<file path="src/rtl/cpu_stack_pkg.sv">
// ---------------------------------------------------------------------------
// cpu_stack_pkg
//  Shared definitions for the CPU hardware stack pointer unit.
//  Provides:
//   - default address/data widths and stack bounds
//   - FSM state encoding (IDLE / PUSH_WR / POP_RD)
//   - request decode type and helper that applies the IDLE request priority
//  No ports (package).
// ---------------------------------------------------------------------------
package cpu_stack_pkg;

  // Default geometry of the stack and its memory port
  localparam int          AW_DEF       = 16;
  localparam int          DW_DEF       = 16;
  localparam logic [15:0] SP_TOP_DEF   = 16'hFFFF;
  localparam logic [15:0] SP_LIMIT_DEF = 16'hFF00;

  // State encoding, kept as named constants so other blocks can refer to them
  localparam logic [1:0] ST_IDLE    = 2'd0;
  localparam logic [1:0] ST_PUSH_WR = 2'd1;
  localparam logic [1:0] ST_POP_RD  = 2'd2;

  typedef enum logic [1:0] {
    IDLE    = ST_IDLE,
    PUSH_WR = ST_PUSH_WR,
    POP_RD  = ST_POP_RD
  } state_t;

  // What the IDLE state has been asked to do this cycle after priority
  typedef enum logic [2:0] {
    REQ_NONE,
    REQ_LD,
    REQ_BOTH,
    REQ_PUSH,
    REQ_POP
  } req_t;

  // Priority is ld, then push+pop together (a no-op), then push, then pop
  function automatic req_t decode_req(input logic ld, input logic push, input logic pop);
    req_t r;
    if (ld)
      r = REQ_LD;
    else if (push && pop)
      r = REQ_BOTH;
    else if (push)
      r = REQ_PUSH;
    else if (pop)
      r = REQ_POP;
    else
      r = REQ_NONE;
    return r;
  endfunction

endpackage

</file>
<file path="src/rtl/stack_ptr_unit_if.sv">
// ---------------------------------------------------------------------------
// stack_ptr_unit_if
//  Simple req/ack data-memory port used by the stack pointer unit.
//  Signals:
//   mem_addr  AW  word address of the current access
//   mem_wdata DW  write data
//   mem_we    1   write strobe, held until mem_ack
//   mem_re    1   read strobe, held until mem_ack
//   mem_rdata DW  read data, valid together with mem_ack
//   mem_ack   1   memory completes the current access
//  Modports:
//   master - the stack unit (drives address/data/strobes)
//   slave  - the memory (drives read data and ack)
// ---------------------------------------------------------------------------
interface stack_ptr_unit_if
  import cpu_stack_pkg::*;
#(
  parameter int AW = AW_DEF,
  parameter int DW = DW_DEF
);

  logic [AW-1:0] mem_addr;
  logic [DW-1:0] mem_wdata;
  logic          mem_we;
  logic          mem_re;
  logic [DW-1:0] mem_rdata;
  logic          mem_ack;

  modport master (
    output mem_addr,
    output mem_wdata,
    output mem_we,
    output mem_re,
    input  mem_rdata,
    input  mem_ack
  );

  modport slave (
    input  mem_addr,
    input  mem_wdata,
    input  mem_we,
    input  mem_re,
    output mem_rdata,
    output mem_ack
  );

endinterface

</file>
<file path="src/rtl/stack_ptr_unit_reg16_ud.sv">
// ---------------------------------------------------------------------------
// reg16_ud
//  AW-bit up/down register with synchronous reset value. Holds the stack
//  pointer inside stack_ptr_unit.
//  Ports:
//   clk    in  1   clock
//   reset  in  1   synchronous active-high reset, loads RST_VAL
//   ld     in  1   load q from d (highest priority)
//   d      in  AW  load value
//   inc    in  1   q <= q + 1 (beats dec)
//   dec    in  1   q <= q - 1
//   q      out AW  register value
//  Arithmetic wraps modulo 2^AW.
// ---------------------------------------------------------------------------
module reg16_ud
  import cpu_stack_pkg::*;
#(
  parameter int            AW      = AW_DEF,
  parameter logic [AW-1:0] RST_VAL = '1
) (
  input  logic          clk,
  input  logic          reset,
  input  logic          ld,
  input  logic [AW-1:0] d,
  input  logic          inc,
  input  logic          dec,
  output logic [AW-1:0] q
);

  localparam logic [AW-1:0] ONE = {{(AW-1){1'b0}}, 1'b1};

  // Single register with a fixed ld > inc > dec priority; the FSM never asks
  // for more than one of these in a cycle, but the priority keeps it defined
  always_ff @(posedge clk) begin
    if (reset)
      q <= RST_VAL;
    else if (ld)
      q <= d;
    else if (inc)
      q <= q + ONE;
    else if (dec)
      q <= q - ONE;
  end

endmodule

</file>
<file path="src/rtl/stack_ptr_unit.sv">
// ---------------------------------------------------------------------------
// stack_ptr_unit
//  Full-descending hardware stack pointer for the CPU execution unit.
//  Push pre-decrements sp and writes memory; pop reads memory at sp and then
//  post-increments sp. Accesses go through a req/ack memory port, and
//  rejected pushes/pops raise sticky overflow/underflow flags.
//  Ports:
//   clk        in   1   clock
//   reset      in   1   synchronous active-high reset
//   ld         in   1   load sp from D (IDLE only)
//   D          in   AW  sp load value
//   push       in   1   push request (IDLE only)
//   pop        in   1   pop request (IDLE only)
//   push_data  in   DW  data to push, sampled when the push is accepted
//   mem        if   --  stack_ptr_unit_if.master memory port
//   busy       out  1   high while an access is in flight
//   pop_data   out  DW  last popped word
//   pop_valid  out  1   one-cycle pulse when pop_data updates
//   sp         out  AW  current stack pointer
//   overflow   out  1   sticky, push rejected at SP_LIMIT
//   underflow  out  1   sticky, pop rejected at SP_TOP
//   sp_min     out  AW  lowest sp reached (only with SP_WATERMARK_EN)
//  Build option:
//   SP_WATERMARK_EN - adds the sp_min low-watermark output and its register.
// ---------------------------------------------------------------------------
module stack_ptr_unit
  import cpu_stack_pkg::*;
#(
  parameter int            AW       = AW_DEF,
  parameter int            DW       = DW_DEF,
  parameter logic [AW-1:0] SP_TOP   = SP_TOP_DEF,
  parameter logic [AW-1:0] SP_LIMIT = SP_LIMIT_DEF
) (
  input  logic             clk,
  input  logic             reset,
  input  logic             ld,
  input  logic [AW-1:0]    D,
  input  logic             push,
  input  logic             pop,
  input  logic [DW-1:0]    push_data,
  stack_ptr_unit_if.master mem,
  output logic             busy,
  output logic [DW-1:0]    pop_data,
  output logic             pop_valid,
  output logic [AW-1:0]    sp,
  output logic             overflow,
  output logic             underflow
`ifdef SP_WATERMARK_EN
  ,
  output logic [AW-1:0]    sp_min
`endif
);

  localparam logic [AW-1:0] ONE = {{(AW-1){1'b0}}, 1'b1};

  state_t        state, state_n;
  req_t          req;

  logic [AW-1:0] addr_q, addr_n;
  logic [DW-1:0] wdata_q, wdata_n;
  logic          we_q, we_n;
  logic          re_q, re_n;
  logic [DW-1:0] pop_data_n;
  logic          pop_valid_n;
  logic          ovf_n, unf_n;
  logic          sp_ld, sp_inc, sp_dec;
  logic [AW-1:0] sp_minus;

  // The stack pointer itself lives in the up/down register; the FSM only
  // tells it when to load, step up after a pop, or step down on a push
  reg16_ud #(
    .AW      (AW),
    .RST_VAL (SP_TOP)
  ) u_sp (
    .clk   (clk),
    .reset (reset),
    .ld    (sp_ld),
    .d     (D),
    .inc   (sp_inc),
    .dec   (sp_dec),
    .q     (sp)
  );

  assign sp_minus = sp - ONE;
  assign req      = decode_req(ld, push, pop);
  assign busy     = (state != IDLE);

  assign mem.mem_addr  = addr_q;
  assign mem.mem_wdata = wdata_q;
  assign mem.mem_we    = we_q;
  assign mem.mem_re    = re_q;

  // State register. Reset drops any access in flight straight back to IDLE,
  // so an ack that arrives afterwards finds the FSM idle and is ignored
  always_ff @(posedge clk) begin
    if (reset)
      state <= IDLE;
    else
      state <= state_n;
  end

  // Next-state and next-output decode. Everything holds its value by default;
  // requests are only looked at in IDLE, and the bounds checks are plain
  // equality so an sp loaded outside the normal window may wrap freely
  always_comb begin
    state_n     = state;
    addr_n      = addr_q;
    wdata_n     = wdata_q;
    we_n        = we_q;
    re_n        = re_q;
    pop_data_n  = pop_data;
    pop_valid_n = 1'b0;
    ovf_n       = overflow;
    unf_n       = underflow;
    sp_ld       = 1'b0;
    sp_inc      = 1'b0;
    sp_dec      = 1'b0;

    case (state)
      IDLE: begin
        case (req)
          REQ_LD: begin
            sp_ld = 1'b1;
            ovf_n = 1'b0;
            unf_n = 1'b0;
          end
          REQ_PUSH: begin
            if (sp == SP_LIMIT) begin
              ovf_n = 1'b1;
            end else begin
              sp_dec  = 1'b1;
              addr_n  = sp_minus;
              wdata_n = push_data;
              we_n    = 1'b1;
              state_n = PUSH_WR;
            end
          end
          REQ_POP: begin
            if (sp == SP_TOP) begin
              unf_n = 1'b1;
            end else begin
              addr_n  = sp;
              re_n    = 1'b1;
              state_n = POP_RD;
            end
          end
          default: begin
          end
        endcase
      end

      PUSH_WR: begin
        if (mem.mem_ack) begin
          we_n    = 1'b0;
          state_n = IDLE;
        end
      end

      POP_RD: begin
        if (mem.mem_ack) begin
          pop_data_n  = mem.mem_rdata;
          pop_valid_n = 1'b1;
          sp_inc      = 1'b1;
          re_n        = 1'b0;
          state_n     = IDLE;
        end
      end

      default: begin
        we_n    = 1'b0;
        re_n    = 1'b0;
        state_n = IDLE;
      end
    endcase
  end

  // Registered memory-port outputs, pop result and sticky flags. Strobes come
  // out of flops so they rise the cycle after the request is accepted
  always_ff @(posedge clk) begin
    if (reset) begin
      addr_q    <= '0;
      wdata_q   <= '0;
      we_q      <= 1'b0;
      re_q      <= 1'b0;
      pop_data  <= '0;
      pop_valid <= 1'b0;
      overflow  <= 1'b0;
      underflow <= 1'b0;
    end else begin
      addr_q    <= addr_n;
      wdata_q   <= wdata_n;
      we_q      <= we_n;
      re_q      <= re_n;
      pop_data  <= pop_data_n;
      pop_valid <= pop_valid_n;
      overflow  <= ovf_n;
      underflow <= unf_n;
    end
  end

`ifdef SP_WATERMARK_EN
  // Low watermark: only a decrement can lower sp, so it is compared against
  // the post-decrement value; a load resets the mark to the loaded pointer
  always_ff @(posedge clk) begin
    if (reset)
      sp_min <= SP_TOP;
    else if (sp_ld)
      sp_min <= D;
    else if (sp_dec && (sp_minus < sp_min))
      sp_min <= sp_minus;
  end
`endif

endmodule

</file>
<file path="src/flat_wrapper.sv">
// flat-port wrapper written by rule: the top's interface ports become plain ports
module stack_ptr_unit_flat import cpu_stack_pkg::*;
#(
  parameter int            AW       = AW_DEF,
  parameter int            DW       = DW_DEF,
  parameter logic [AW-1:0] SP_TOP   = SP_TOP_DEF,
  parameter logic [AW-1:0] SP_LIMIT = SP_LIMIT_DEF
)
  (clk, reset, ld, D, push, pop, push_data, busy, pop_data, pop_valid, sp, overflow, underflow, mem_mem_addr, mem_mem_wdata, mem_mem_we, mem_mem_re, mem_mem_rdata, mem_mem_ack);
  stack_ptr_unit_if #(.AW(AW), .DW(DW)) mem_i ();
  input  logic clk;
  input  logic reset;
  input  logic ld;
  input  logic [AW-1:0] D;
  input  logic push;
  input  logic pop;
  input  logic [DW-1:0] push_data;
  output logic busy;
  output logic [DW-1:0] pop_data;
  output logic pop_valid;
  output logic [AW-1:0] sp;
  output logic overflow;
  output logic underflow;
  output wire logic [$bits(mem_i.mem_addr)-1:0] mem_mem_addr;
  output wire logic [$bits(mem_i.mem_wdata)-1:0] mem_mem_wdata;
  output wire logic [$bits(mem_i.mem_we)-1:0] mem_mem_we;
  output wire logic [$bits(mem_i.mem_re)-1:0] mem_mem_re;
  input wire logic [$bits(mem_i.mem_rdata)-1:0] mem_mem_rdata;
  input wire logic [$bits(mem_i.mem_ack)-1:0] mem_mem_ack;
  assign mem_mem_addr = mem_i.mem_addr;
  assign mem_mem_wdata = mem_i.mem_wdata;
  assign mem_mem_we = mem_i.mem_we;
  assign mem_mem_re = mem_i.mem_re;
  assign mem_i.mem_rdata = mem_mem_rdata;
  assign mem_i.mem_ack = mem_mem_ack;
  stack_ptr_unit #(.AW(AW), .DW(DW), .SP_TOP(SP_TOP), .SP_LIMIT(SP_LIMIT)) u_core (.clk(clk), .reset(reset), .ld(ld), .D(D), .push(push), .pop(pop), .push_data(push_data), .mem(mem_i), .busy(busy), .pop_data(pop_data), .pop_valid(pop_valid), .sp(sp), .overflow(overflow), .underflow(underflow));
endmodule
</file>
<file path="config.mk">
export PLATFORM = sky130hd
export DESIGN_NAME = stack_ptr_unit_flat
export DESIGN_NICKNAME = d
export VERILOG_FILES = /design/src/rtl/cpu_stack_pkg.sv /design/src/rtl/stack_ptr_unit_if.sv /design/src/rtl/stack_ptr_unit_reg16_ud.sv /design/src/rtl/stack_ptr_unit.sv /design/src/flat_wrapper.sv
export SDC_FILE = /design/constraint.sdc
export NUM_CORES = 1
export LEC_CHECK = 0
export ABC_AREA = 1
export BUFFER_PORTS_ARGS = -buffer_cell sky130_fd_sc_hd__buf_4
export CORE_MARGIN = 5
export CORE_UTILIZATION = 39
export DETAILED_ROUTE_END_ITERATION = 8
export GPL_TIMING_DRIVEN = 0
export PLACE_DENSITY_LB_ADDON = 0.12
export SETUP_SLACK_MARGIN = 0.5
export SLEW_MARGIN = 30
export SYNTH_ARGS = -nofsm -noshare
export SYNTH_HDL_FRONTEND = slang
export SYNTH_HIERARCHICAL = 1
export SYNTH_SLANG_ARGS = --single-unit
</file>
<file path="constraint.sdc">
create_clock -name clk -period 7.5 [get_ports clk]
set_input_delay 2.25 -clock clk [delete_from_list [all_inputs] [get_ports clk]]
set_output_delay 2.25 -clock clk [all_outputs]
set_load 0.05 [all_outputs]
</file>
==> out/results.txt <==
The run finished with clean final reports. The most used flip-flop cell after synthesis is sky130_fd_sc_hd__dfxtp_1. The critical path startpoint category is an input port. The worst clock skew was 8.536 ps.

For the count of boundary I/O pins, the log shows 124. The worst path needs 4954 ps of the cycle, external delays included. Measured along the x axis, the die boundary spans 115.3 µm. The critical path is of the input port to flip-flop type.

Counting the fill cells in the layout gives 1147. Across the run, the number of max-cap violations was 0. Entering global routing, the biggest net connects 15 pins. Net total in the final layout: 891. The tools report the number of sinks on the clock net as 71.

For the number of buffers inserted by post-CTS setup repair, the log shows 0. The core region is 10840 µm². The logs give 0 for the antenna diode count and 0.2200 mV for the peak supply drop.

The tree is rooted in a sky130_fd_sc_hd__clkbuf_8. For the via count of the routed design, the log shows 4635. The routed wire length per instance is 13.47 µm, and the placer's final routability congestion estimate is 0.8942. The achievable frequency came out at 201.9 MHz. Slew at the pin with the worst max-slew slack: 672.3 ps. Port buffering added 123 buffers.

In the post-synthesis netlist, the biggest area contributors are sky130_fd_sc_hd__dfxtp_1 (33%), sky130_fd_sc_hd__nand2_1 (16%), sky130_fd_sc_hd__nor2_1 (13%), sky130_fd_sc_hd__inv_1 (6.3%), sky130_fd_sc_hd__ha_1 (5.5%). The run gives 13300 µm² as the die outline area. When the netlist entered floorplanning its net count stood at 757.

Worst endpoint required time: 7760 ps. Yosys printed 6 warnings. The via count normalized by instance count is 4.818, and the H-tree depth is 3. After detailed placement, the total cell area comes to 5426 µm². TritonCTS built the clock tree. The via count of the first global-routing pass is 4381. The headroom to the max-slew limit was 0.5518. The number of hold buffers added after CTS was 0. sky130_fd_sc_hd__dfxtp_1 takes more of the synthesized area than any other cell. The run gives 360 ps as the clock insertion delay at the later pin of the skew report. Yosys mapped a number of flops with a built-in enable equal to 0. Power spread over the standard cell area amounts to 405.9 nW/µm².

By count the netlist is led by sky130_fd_sc_hd__nand2_1 (185), sky130_fd_sc_hd__nor2_1 (147), sky130_fd_sc_hd__inv_1 (73). The worst hold-check path type is flip-flop to flip-flop. The most common cell in the synthesized netlist is sky130_fd_sc_hd__nand2_1. Layout-stage area growth over the synthesis result: 29.43%.

The tools report the number of remaining DRC errors as 0. The final non-filler cell area came out at 5602 µm². The area fraction in compound gates after synthesis is 0.1122.

The quantity of gates resized following cts came out at 0. The logs give 9994 µm for the half-perimeter wire length after detailed placement and 9 for the number of clock buffers inserted by TritonCTS. The run gives 0 as the initial antenna violation count.

Xor and xnor fraction of the mapped netlist area: 0.01821. The run gives 683 as the number of instances in the synthesized netlist. Summed over all cells, the static leakage comes to 2.829 nW. The top cell type's share of synthesized area came out at 0.3284.

The largest family of logic cells by synthesized area is simple AND/OR/NAND/NOR gates. The simple logic cell fraction of the synthesized area came out at 0.3807. The global-route usage over all layers was 0.1950; the height of the die was 115.3 µm.

After routing, the total negative slack on setup checks comes to 0 ps. Average cell area after synthesis: 6.337 µm². The multiplexer fraction of the synthesized cell area was 0; the clock-pin slew of the registers on the worst-case setup and hold paths was 80 ps. The register bit total from synthesis is 71. The run gives 38 as the site row count. The logs give 0.3284 for the register area share after synthesis and 0 for the final-report hold violation count. The run gives 0 as the number of antenna-violating nets in the routed design.

The starting utilization of the core area was 0.3992; the post-synthesis cell type count was 32. The area used by multi-input combinational logic was 2470 µm². The logs give 4328 µm² for the netlist area before placement and 2 for the number of buffers between clock root and the deepest sink. The fraction of registers with async set or reset after synthesis was 0. The period utilization is 0.6605. Share of final-layout standard cells stronger than drive strength 1: 0.2068.

The final count of pins violating max slew came out at 0. The overflow left after global routing is 0. The violation count after the first detailed-route iteration came out at 355. For the worst setup path, the data arrival time is 5220 ps. The first-pass iteration count of the detailed router is 5. Wire length of the first global-routing pass: 20750 µm. Wires add up to 12960 µm.

The adder and majority gate portion of the synthesized area works out to 0.05955. Setup repair after global routing left no endpoint under its margin. Of all nets on the critical path, the largest fanout is 14. STA classifies the critical path endpoint as a flip-flop.

Setup violations remaining at the end of the flow were counted as 0. In the final layout, flip-flops and latches occupy 1421 µm².
## critical path, stage by stage
cell	delay (ps)
sky130_fd_sc_hd__buf_4	100
sky130_fd_sc_hd__nand2_1	240
sky130_fd_sc_hd__clkinv_1	240
sky130_fd_sc_hd__buf_1	540
sky130_fd_sc_hd__inv_1	460
sky130_fd_sc_hd__ha_1	440
sky130_fd_sc_hd__nand2_1	80
sky130_fd_sc_hd__a21oi_1	320
sky130_fd_sc_hd__nand2_1	90
sky130_fd_sc_hd__nand2_1	140
sky130_fd_sc_hd__nand2_1	90
sky130_fd_sc_hd__nand2_1	60
sky130_fd_sc_hd__nand2_1	40
sky130_fd_sc_hd__nand3_1	70
sky130_fd_sc_hd__nand2_1	50
## final cells by class
type,instances,share of cell area
flip-flops and latches,71,0.2537
clock inverters,5,0.006031
well taps,140,0.03127
clock buffers,11,0.02524
plain buffers,20,0.02278
multi-input cells,511,0.4409
inverters,81,0.05517
repair buffers,123,0.1648
## cell families (layout without fill, tap and decap cells)
group / count (synthesis) / count (layout)
XOR/XNOR: 9 / 9
AO/OA/AOI/OAI: 86 / 86
AND/OR/NAND/NOR: 396 / 396
buffers and inverters: 101 / 240
flip-flops: 71 / 71
adder cells (fa/ha/maj): 20 / 20
## power breakdown
part           leakage (nW)  internal, W  total (W)  switching [W]
combinational          2.16     0.000466    0.00139       0.000921
clock                0.0853     0.000128   0.000280       0.000152
sequential            0.582     0.000475   0.000606       0.000132
total                  2.83      0.00107    0.00227        0.00120
## final timing paths
kind                                                     start                              to  slack (ps)  depth (start not counted)
worst max register to register    u_core/state[0]$_SDFFE_PP0P_  u_core/u_sp/q[14]$_SDFFE_PP1P_        3950                         16
worst min register to register  u_core/mem.mem_we$_SDFFE_PP0P_  u_core/mem.mem_we$_SDFFE_PP0P_         450                          2
worst max-delay path                               mem_mem_ack  u_core/u_sp/q[14]$_SDFFE_PP1P_        2550                         15
worst min-delay path            u_core/mem.mem_we$_SDFFE_PP0P_  u_core/mem.mem_we$_SDFFE_PP0P_         450                          2
## cell usage in the layout (no fill, tap or decap)
| cell | n |
|---|---|
| sky130_fd_sc_hd__a21oi_1 | 25 |
| sky130_fd_sc_hd__a221o_1 | 6 |
| sky130_fd_sc_hd__and2_1 | 2 |
| sky130_fd_sc_hd__buf_1 | 1 |
| sky130_fd_sc_hd__buf_2 | 6 |
| sky130_fd_sc_hd__buf_4 | 125 |
| sky130_fd_sc_hd__buf_6 | 5 |
| sky130_fd_sc_hd__clkbuf_1 | 7 |
| sky130_fd_sc_hd__clkbuf_8 | 10 |
| sky130_fd_sc_hd__clkinv_1 | 3 |
| sky130_fd_sc_hd__clkinv_2 | 2 |
| sky130_fd_sc_hd__clkinv_4 | 1 |
| sky130_fd_sc_hd__clkinvlp_4 | 2 |
| sky130_fd_sc_hd__dfxtp_1 | 71 |
| sky130_fd_sc_hd__fa_1 | 1 |
| sky130_fd_sc_hd__ha_1 | 19 |
| sky130_fd_sc_hd__inv_1 | 73 |
| sky130_fd_sc_hd__inv_2 | 3 |
| sky130_fd_sc_hd__inv_4 | 2 |
| sky130_fd_sc_hd__nand2_1 | 185 |
| sky130_fd_sc_hd__nand2_2 | 3 |
| sky130_fd_sc_hd__nand2_4 | 2 |
| sky130_fd_sc_hd__nand3_1 | 27 |
| sky130_fd_sc_hd__nand3_4 | 1 |
| sky130_fd_sc_hd__nand3b_1 | 14 |
| sky130_fd_sc_hd__nand4_1 | 4 |
| sky130_fd_sc_hd__nor2_1 | 147 |
| sky130_fd_sc_hd__nor2_2 | 7 |
| sky130_fd_sc_hd__nor3_1 | 3 |
| sky130_fd_sc_hd__o211ai_1 | 7 |
| sky130_fd_sc_hd__o21a_1 | 1 |
| sky130_fd_sc_hd__o21ai_0 | 45 |
| sky130_fd_sc_hd__o21bai_1 | 2 |
| sky130_fd_sc_hd__or2_2 | 1 |
| sky130_fd_sc_hd__xnor2_1 | 4 |
| sky130_fd_sc_hd__xor2_1 | 5 |
## registers in the layout, indices dropped and copies added (netlist names)
register / count
u_core/mem.mem_re: 1
u_core/pop_valid: 1
u_core/overflow: 1
u_core/mem.mem_wdata: 16
u_core/mem.mem_addr: 16
u_core/underflow: 1
u_core/pop_data: 16
u_core/mem.mem_we: 1
u_core/u_sp/q: 16
u_core/state: 2
## per-layer routing
layer	global-route usage	part of all wire
met4	0.06964	0.014
met1	0.2577	0.46
met5	0	0
met3	0.03526	0.083
met2	0.3191	0.44
## through the flow
stage | hold slack [ps] | instances | worst slack, ps | util | total power [W]
detailed placement | 443.5 | 946 | 2141 | 0.5006 | 0.001993
global route | 477.4 | 962 | 2183 | 0.5167 | 0.002454
finish | 450.5 | 962 | 2546 | 0.5167 | 0.002274
floorplan | 477.5 | 683 | 3034 | - | 0.001606
global placement | 439.8 | 946 | 2161 | 0.5006 | 0.001969
CTS | 454.4 | 962 | 2495 | 0.5167 | 0.002282
No activity file was read; power rests on OpenSTA's default activity.
